<file path="config.mk">
export PLATFORM = sky130hd
export DESIGN_NAME = spi_reg_slave
export DESIGN_NICKNAME = d
export VERILOG_FILES = /design/src/rtl/spi_reg_slave.sv
export SDC_FILE = /design/constraint.sdc
export NUM_CORES = 1
export LEC_CHECK = 0
export ABC_AREA = 1
export ABC_CLOCK_PERIOD_IN_PS = 1800
export CORE_UTILIZATION = 46
export DETAILED_ROUTE_END_ITERATION = 7
export PLACE_DENSITY = 0.82
export RECOVER_POWER = 50
export SYNTH_ARGS = -nofsm -noshare
export SYNTH_HDL_FRONTEND = slang
export SYNTH_SLANG_ARGS = --single-unit
</file>
<file path="constraint.sdc">
create_clock -name theClock -period 1.8 [get_ports theClock]
set_input_delay 0.18 -clock theClock [delete_from_list [all_inputs] [get_ports theClock]]
set_output_delay 0.18 -clock theClock [all_outputs]
set_load 0.05 [all_outputs]
</file>
<file path="src/rtl/spi_reg_slave.sv">
// spi_reg_slave: SPI mode-0 slave exposing NREGS registers of DATA_W bits to an SPI master.
//
// Ports:
//   theClock, theReset      system clock, synchronous active-high reset
//   MySPI_clk/_cs/_sdi      asynchronous SPI pins (SCK idles low, CS active low)
//   MySPI_sdo               MISO, MSB of the shift register during the data phase
//   Data_In                 read values, register k at [k*DATA_W +: DATA_W]
//   Data_Out                written register values, same packing
//   wr_strobe, rd_strobe    one-cycle per-register write / read-load pulses
//   busy                    high while a frame is in progress
//
// Frame: command byte {W, A[6:0]} then any number of DATA_W-bit words, address
// auto-incrementing with a 7-bit wrap.
module spi_reg_slave #(
    parameter int unsigned       DATA_W    = 8,
    parameter int unsigned       NREGS     = 4,
    parameter logic [DATA_W-1:0] RESET_VAL = '0
) (
    input  logic                    theClock,
    input  logic                    theReset,
    input  logic                    MySPI_clk,
    input  logic                    MySPI_cs,
    input  logic                    MySPI_sdi,
    output logic                    MySPI_sdo,
    input  logic [NREGS*DATA_W-1:0] Data_In,
    output logic [NREGS*DATA_W-1:0] Data_Out,
    output logic [NREGS-1:0]        wr_strobe,
    output logic [NREGS-1:0]        rd_strobe,
    output logic                    busy
);

    typedef enum logic [2:0] {S_Idle, S_Cmd, S_Load, S_Data, S_Commit} state_e;

    localparam logic [5:0] CmdBits  = 6'd8;
    localparam logic [5:0] DataBits = 6'(DATA_W);

    state_e                    state_q, state_d;
    logic                      sck_meta_q, sck_meta_d, sck_s_q, sck_s_d, sck_d_q, sck_d_d;
    logic                      cs_meta_q, cs_meta_d, cs_s_q, cs_s_d;
    logic [5:0]                bit_cnt_q, bit_cnt_d;
    logic [7:0]                cmd_q, cmd_d;
    logic [DATA_W-1:0]         shift_q, shift_d;
    logic [NREGS*DATA_W-1:0]   data_out_q, data_out_d;
    logic [NREGS-1:0]          wr_q, wr_d, rd_q, rd_d;
    logic                      sdo_q, sdo_d;

    logic                      rise, fall;
    logic [NREGS-1:0]          sel;
    logic [DATA_W-1:0]         rd_word;

    assign rise = sck_s_q & ~sck_d_q;
    assign fall = ~sck_s_q & sck_d_q;

    // Decode the current address; an all-zero sel means out of range.
    always_comb begin
        sel     = '0;
        rd_word = '0;
        for (int k = 0; k < int'(NREGS); k++) begin
            if (cmd_q[6:0] == 7'(k)) begin
                sel[k]  = 1'b1;
                rd_word = Data_In[k*DATA_W +: DATA_W];
            end
        end
    end

    always_comb begin
        sck_meta_d = MySPI_clk;
        sck_s_d    = sck_meta_q;
        sck_d_d    = sck_s_q;
        cs_meta_d  = MySPI_cs;
        cs_s_d     = cs_meta_q;
        state_d    = state_q;
        bit_cnt_d  = bit_cnt_q;
        cmd_d      = cmd_q;
        shift_d    = shift_q;
        data_out_d = data_out_q;
        wr_d       = '0;
        rd_d       = '0;

        unique case (state_q)
            S_Idle: begin
                bit_cnt_d = '0;
                if (!cs_s_q) state_d = S_Cmd;
            end
            S_Cmd: begin
                if (rise) begin
                    cmd_d     = {cmd_q[6:0], MySPI_sdi};
                    bit_cnt_d = bit_cnt_q + 6'd1;
                end else if (fall && bit_cnt_q == CmdBits) begin
                    state_d = S_Load;
                end
            end
            S_Load: begin
                shift_d   = (|sel) ? rd_word : '0;
                rd_d      = cmd_q[7] ? '0 : sel;
                bit_cnt_d = '0;
                state_d   = S_Data;
            end
            S_Data: begin
                if (rise) begin
                    shift_d   = {shift_q[DATA_W-2:0], MySPI_sdi};
                    bit_cnt_d = bit_cnt_q + 6'd1;
                end else if (fall && bit_cnt_q == DataBits) begin
                    state_d = S_Commit;
                end
            end
            S_Commit: begin
                if (cmd_q[7]) begin
                    for (int k = 0; k < int'(NREGS); k++) begin
                        if (sel[k]) data_out_d[k*DATA_W +: DATA_W] = shift_q;
                    end
                    wr_d = sel;
                end
                cmd_d[6:0] = cmd_q[6:0] + 7'd1;
                state_d    = S_Load;
            end
            default: state_d = S_Idle;
        endcase

        // CS high aborts from any state; this cycle's commit or load still completes.
        if (cs_s_q) state_d = S_Idle;

        sdo_d = (state_d == S_Data) ? shift_d[DATA_W-1] : 1'b0;
    end

    always_ff @(posedge theClock) begin
        if (theReset) begin
            state_q    <= S_Idle;
            sck_meta_q <= 1'b0;
            sck_s_q    <= 1'b0;
            sck_d_q    <= 1'b0;
            cs_meta_q  <= 1'b1;
            cs_s_q     <= 1'b1;
            bit_cnt_q  <= '0;
            cmd_q      <= '0;
            shift_q    <= '0;
            data_out_q <= {NREGS{RESET_VAL}};
            wr_q       <= '0;
            rd_q       <= '0;
            sdo_q      <= 1'b0;
        end else begin
            state_q    <= state_d;
            sck_meta_q <= sck_meta_d;
            sck_s_q    <= sck_s_d;
            sck_d_q    <= sck_d_d;
            cs_meta_q  <= cs_meta_d;
            cs_s_q     <= cs_s_d;
            bit_cnt_q  <= bit_cnt_d;
            cmd_q      <= cmd_d;
            shift_q    <= shift_d;
            data_out_q <= data_out_d;
            wr_q       <= wr_d;
            rd_q       <= rd_d;
            sdo_q      <= sdo_d;
        end
    end

    assign MySPI_sdo = sdo_q;
    assign Data_Out  = data_out_q;
    assign wr_strobe = wr_q;
    assign rd_strobe = rd_q;
    assign busy      = (state_q != S_Idle);

endmodule

</file>
==> flow_summary.toml, run 1 <==
[logic_synthesis]
yosys.area_share.adder = 0.0233
synth_top_family_by_area = "simple AND/OR/NAND/NOR gates"
synth-simple-area-share = 0.296
syn_nets = 491
synth_edf_count = 0
synth_compound_area_frac = 0.157
ys_seq_elements = 71
syn_area_um2 = 3220
synth.distinct_cells = 30
synthXorXnorAreaFrac = 0.00272
yosysSeqAreaShare = 0.442
synth_mux_area_frac = 0
syn_avg_cell_area_um2 = 7.19
ys.flop_type = "dfxtp_1"
ys.warnings.count = 0
async_reset_ff_frac = 0
syn_inst = 448

[global_route]
grt_max_degree = 41
grt_use_total = 0.237
grt_first_pass_wirelength_um = 13500
antenna_found_initial = 0
grt_pass1_vias = 3038
grt_overflow = 0

[drt]
wl_um = 8410
drc = 0
drt_iter0_markers = 275
first_pass_iters = 8
via_per_inst = 5.14
routed.top_layer = "met4"
drtAntennaViolNets = 0
wl_met3_um = 514
met2_length_um = 4120
num_vias = 3284
wl_met1_um = 3520
routedWlPerCell_um = 13.2

[floorplanning]
io_pins = 79
core_um2 = 6790
start_util = 0.474
die-area_um2 = 7340
die_w_um = 85.7
die_height_um = 85.7
rows = 30

[setup_path]
arrival_ns = 2.04
cp_data_required_time_ns = 2.10
slowest_stage = "dfxtp_1"
path_cells = "ha_2 -> nand2_2 -> nor2_4 -> buf_12 -> nand2_2 -> inv_2 -> o21ai_0 -> a21oi_1"
critPathKind = "register to register"
path_buf_inv = 2
path_common_cell = "nand2_2"
path_depth = 8
cpLargestDelayFamily = "flip-flops"
crit_path_max_fanout = 12
end_kind = "register"
critPathMaxStageDelay_ns = 0.44
reg2reg_depth = 8
start_kind = "register"

[finish]
finalCoreUtilization = 0.645
final_common_cell = "nor2_1"
final_nets = 581
final_cells = 639
area_growth_pct = 36.1
nFillCells = 591
mostFrequentLayoutCells = "88 x nor2_1, 76 x clkdlybuf4s50_1, 70 x dfxtp_1"
drive_gt1_frac = 0.122
diodes = 0

[power_and_ir_drop]
peakVddDrop_mv = 0.462
power_density_nw_per_um2 = 675
p_leak_nw = 1.83
seqPwrFrac = 0.534
p_comb_frac = 0.056
switching_power_uw = 755
pwr-share-clk = 0.410
swShare = 0.255
internal_power_mw = 2.20

[timing]
fin_crit_sh = 0.962
worst_slew_pin_slew_ns = 0.811
setup_viol = 0
finalSetupTns_ns = 0
final-max-slew-violation-count = 0
period_needed_ns = 1.73
slew_headroom = 0.460
fmax_mhz = 578
setup_ws_ns = 0.0686
fin_skew_ns = 0.0133
hold_viol = 0

[clocking]
clk_pin_slew_ns = 0.09
cts_tree = "built"
htreeDepth = 3
clockBufferDepth = 2
insertion_delay_ns = 0.37
postCtsHoldBufs = 0
clock-sinks = 71
cts_buffers = 9
cts_root_buffer = "clkbuf_8"

[placement]
place_ws_ns = -0.111
port-buffer-count = 78
place_inst = 616
hpwl_um = 5900
gp_congestion = 0.922

[min_path]
hold_path_depth = 3
hold_path.class = "input pin to register"

[status]
run_status = "finished, final reports clean"

[run]
maxCapViolCount = 0
-- cell families after synthesis --
logic type | after synthesis
DFF | 71
and+or+nand+nor | 213
adders and majority gates | 6
xor gates and xnor gates | 1
AOI/OAI and AO/OA | 96
buffers and inverters | 61
-- worst paths after layout --
| path | slack [ns] | from | to |
|---|---|---|---|
| worst max-delay path | 0.07 | cmd_q[1] | Data_Out[18] |
| worst min-delay path | 0.34 | MySPI_clk | sck_meta_q |
| worst max register to register | 0.07 | cmd_q[1] | Data_Out[18] |
| worst min register to register | 0.41 | sck_meta_q | sck_d_d |
-- Yosys cell counts, drive strengths merged, types with 4 or more instances --
master  instances  area, um^2
nor3            8        40.0
nor2           99         425
a21boi          5        37.5
ha              6        75.1
inv            47         176
dfxtp          71        1420
a21oi          34         170
buf             7        53.8
nand2          73         309
nand4           4        25.0
o21ai          52         260
clkbuf          7        26.3
nand3          24         120
-- timing repair --
item	4_1_cts	5_1_grt
resized for setup	1	9
cloned	0	1
setup buffers	0	6
endpoints found under the hold margin	0	0
endpoints found under the setup margin	17	24
pin swaps	0	3
-- state kept, by name, summed over array words and instances (netlist names) --
name / count
Data_Out: 32
MySPI_sdo: 1
bit_cnt_q: 6
cmd_q: 8
cs_meta_q: 1
cs_s_q: 1
rd_strobe: 4
sck_d_d: 1
sck_d_q: 1
sck_meta_q: 1
shift_q: 8
state_q: 3
wr_strobe: 4
-- per-layer routing --
layer,GRT usage,up-vias
li1,-,1628
met1,0.275,1491
met2,0.409,135
met3,0.0751,30
met4,0.0864,0
met5,0,-
-- power groups by stage --
stage	combinational (mW)	sequential [mW]	clock, mW
after floorplan	0.0617	1.61	0
after global placement	0.163	1.61	0
after detailed placement	0.165	1.61	0
after CTS	0.165	1.58	1.23
after global routing	0.181	1.58	1.32
final	0.167	1.58	1.21
-- area by class of cell --
| class | instances | area (um^2) | share of cell area |
|---|---|---|---|
| Clock buffer | 9 | 124 | 0.0283 |
| Clock inverter | 7 | 63.8 | 0.0146 |
| Timing Repair Buffer | 92 | 905 | 0.207 |
| Sequential cell | 71 | 1420 | 0.325 |
| Tap cell | 96 | 120 | 0.0274 |
| Multi-Input combinational cell | 317 | 1570 | 0.358 |
| Inverter | 47 | 176 | 0.0403 |
-- through the flow --
step	total power, mW	hold WS, ns	cell area (um^2)
2_1_floorplan	1.68	0.284	3220
3_3_place_gp	1.78	0.390	4110
3_5_place_dp	1.78	0.398	4110
4_1_cts	2.97	0.331	4300
5_1_grt	3.08	0.350	4380
6_report	2.96	0.337	4380
-- worst reg2reg max path, delay by kind of cell, from the launching register on --
kind,cells,cell delay (ns)
AO/OA/AOI/OAI,2,0.25
adder cells (fa/ha/maj),1,0.30
buffers and inverters,2,0.31
flip-flops,1,0.44
AND/OR/NAND/NOR,3,0.38
Note: power is estimated with default switching activity, not from simulation.
==> run 2, diff against run 1 <==
--- a/config.mk
+++ b/config.mk
@@ -8,6 +8,7 @@
 export ABC_AREA = 1
 export ABC_CLOCK_PERIOD_IN_PS = 1800
 export CORE_UTILIZATION = 46
+export CTS_CLUSTER_DIAMETER = 120
 export DETAILED_ROUTE_END_ITERATION = 7
 export PLACE_DENSITY = 0.82
 export RECOVER_POWER = 50
==> results of run 2 <==
Final layout, timing and power as in run 1 (identical DEF).
==> run 3, diff against run 2 <==
--- a/config.mk
+++ b/config.mk
@@ -12,6 +12,7 @@
 export DETAILED_ROUTE_END_ITERATION = 7
 export PLACE_DENSITY = 0.82
 export RECOVER_POWER = 50
+export SKIP_CTS_REPAIR_TIMING = 1
 export SYNTH_ARGS = -nofsm -noshare
 export SYNTH_HDL_FRONTEND = slang
 export SYNTH_SLANG_ARGS = --single-unit
==> run 3 against run 2 <==
  * Combinational power about the same
  * Wire length decreased by 0.62%
  * Core utilization decreased by 0.35 points
  * Highest routed layer unchanged
  * Cell area decreased by 0.54%
  * Total power about the same
  * Worst setup slack improved by 0.017 ns
  * Critical path depth decreased by 7
  * Sequential share of layout area increased by 0.15 points
==> flow_summary.toml, run 3 (synthesized netlist as in run 1, its figures left out) <==
[timing]
fin_skew_ns = 0.0126
rsz0062_at_grt = "false"
finalSetupTns_ns = 0
fmax_mhz = 583
setup_viol = 0
fin_crit_sh = 0.953
worst_slew_pin_slew_ns = 0.514
slew_headroom = 0.656
final-max-slew-violation-count = 0
hold_viol = 0
period_needed_ns = 1.71

[setup_path]
critPathMaxStageDelay_ns = 0.81
cpLargestDelayFamily = "buffers and inverters"
arrival_ns = 1.53
critPathKind = "register to output port"
slowest_stage = "clkdlybuf4s50_1"
end_kind = "output port"
path_buf_inv = 1
start_kind = "register"
crit_path_max_fanout = 2
cp_data_required_time_ns = 1.62
path_cells = "clkdlybuf4s50_1"

[power_and_ir_drop]
peakVddDrop_mv = 0.459
p_leak_nw = 1.81
fin_total_pwr_mw = 2.96
power_density_nw_per_um2 = 679

[global_route]
grt_overflow = 0
grt_pass1_vias = 3020
antenna_found_initial = 0
grt_use_total = 0.234
grt_max_degree = 41
grt_first_pass_wirelength_um = 13400

[clocking]
clockBufferDepth = 2
clock-sinks = 71
insertion_delay_ns = 0.36
htreeDepth = 3
cts_buffers = 9
cts_tree = "built"
cts_root_buffer = "clkbuf_8"
clk_pin_slew_ns = 0.09

[drt]
drt_iter0_markers = 194
routedWlPerCell_um = 13.1
first_pass_iters = 5
drtAntennaViolNets = 0
drc = 0
num_vias = 3273
via_per_inst = 5.14
wl_um = 8360

[placement]
hpwl_um = 5900
port-buffer-count = 78
place_inst = 616
gp_congestion = 0.922

[floorplanning]
io_pins = 79
rows = 30
start_util = 0.474
die_w_um = 85.7
die_height_um = 85.7
die-area_um2 = 7340
core_um2 = 6790

[finish]
seqCellArea_um2 = 1420
mostFrequentLayoutCells = "88 x nor2_1, 76 x clkdlybuf4s50_1, 71 x dfxtp_1"
multi_input_area_um2 = 1580
final_cells = 637
largest_register_ffs = 32
diodes = 0
final_common_cell = "nor2_1"
drive_gt1_frac = 0.118
area_growth_pct = 35.3
nFillCells = 598
final_nets = 579

[status]
run_status = "finished, final reports clean"

[min_path]
hold_path.class = "input pin to register"

[run]
maxCapViolCount = 0
==> run 3: changes by cell type in the layout (fill, tap and decap cells not counted) <==
cell / change
buf_4: -1
dfxtp_2: -1
buf_12: -1
clkbuf_1: -1
dfxtp_1: +1
inv_4: +1
nor2_2: +1
inv_2: -1
==> run 3: layer usage <==
layer / GRT usage / wire, um / up-vias
met4: 0.0773 / 184 / 0
met2: 0.407 / 4100 / 130
li1: - / - / 1625
met1: 0.276 / 3570 / 1494
met3: 0.0722 / 502 / 24
met5: 0 / 0 / -
==> run 3: per-stage QoR <==
stage          hold slack (ns)   util  setup WS (ns)  cell area, um^2
6_report                 0.341  0.641         0.0852             4360
3_5_place_dp             0.398  0.605         -0.111             4110
4_1_cts                  0.331  0.633         -0.158             4300
2_1_floorplan            0.284      -          0.267             3220
5_1_grt                  0.356  0.641       0.000553             4360
3_3_place_gp             0.390  0.605         0.0398             4110
==> run 3: area by class of cell <==
type                       count  share of cell area
tap                           96              0.0276
clock inverter                 7              0.0146
inverter                      47              0.0411
clock buffer                   9              0.0284
timing repair buffer          89               0.200
sequential                    71               0.326
multi-input combinational    318               0.362
==> run 3: power breakdown <==
part           total, mW  switching, mW  internal (mW)
logic              0.167         0.0695         0.0976
registers           1.58        0.00289           1.57
clock network       1.21          0.683          0.530
total               2.96          0.756           2.20
==> run 3: final timing paths <==
path                     from           to  slack [ns]  depth (start not counted)
setup / recovery  Data_Out[9]  Data_Out[9]        0.09                          1
hold / removal      MySPI_clk   sck_meta_q        0.34                          3
setup reg to reg     cmd_q[0]   shift_q[6]        0.09                         10
hold reg to reg    sck_meta_q      sck_d_d        0.41                          2
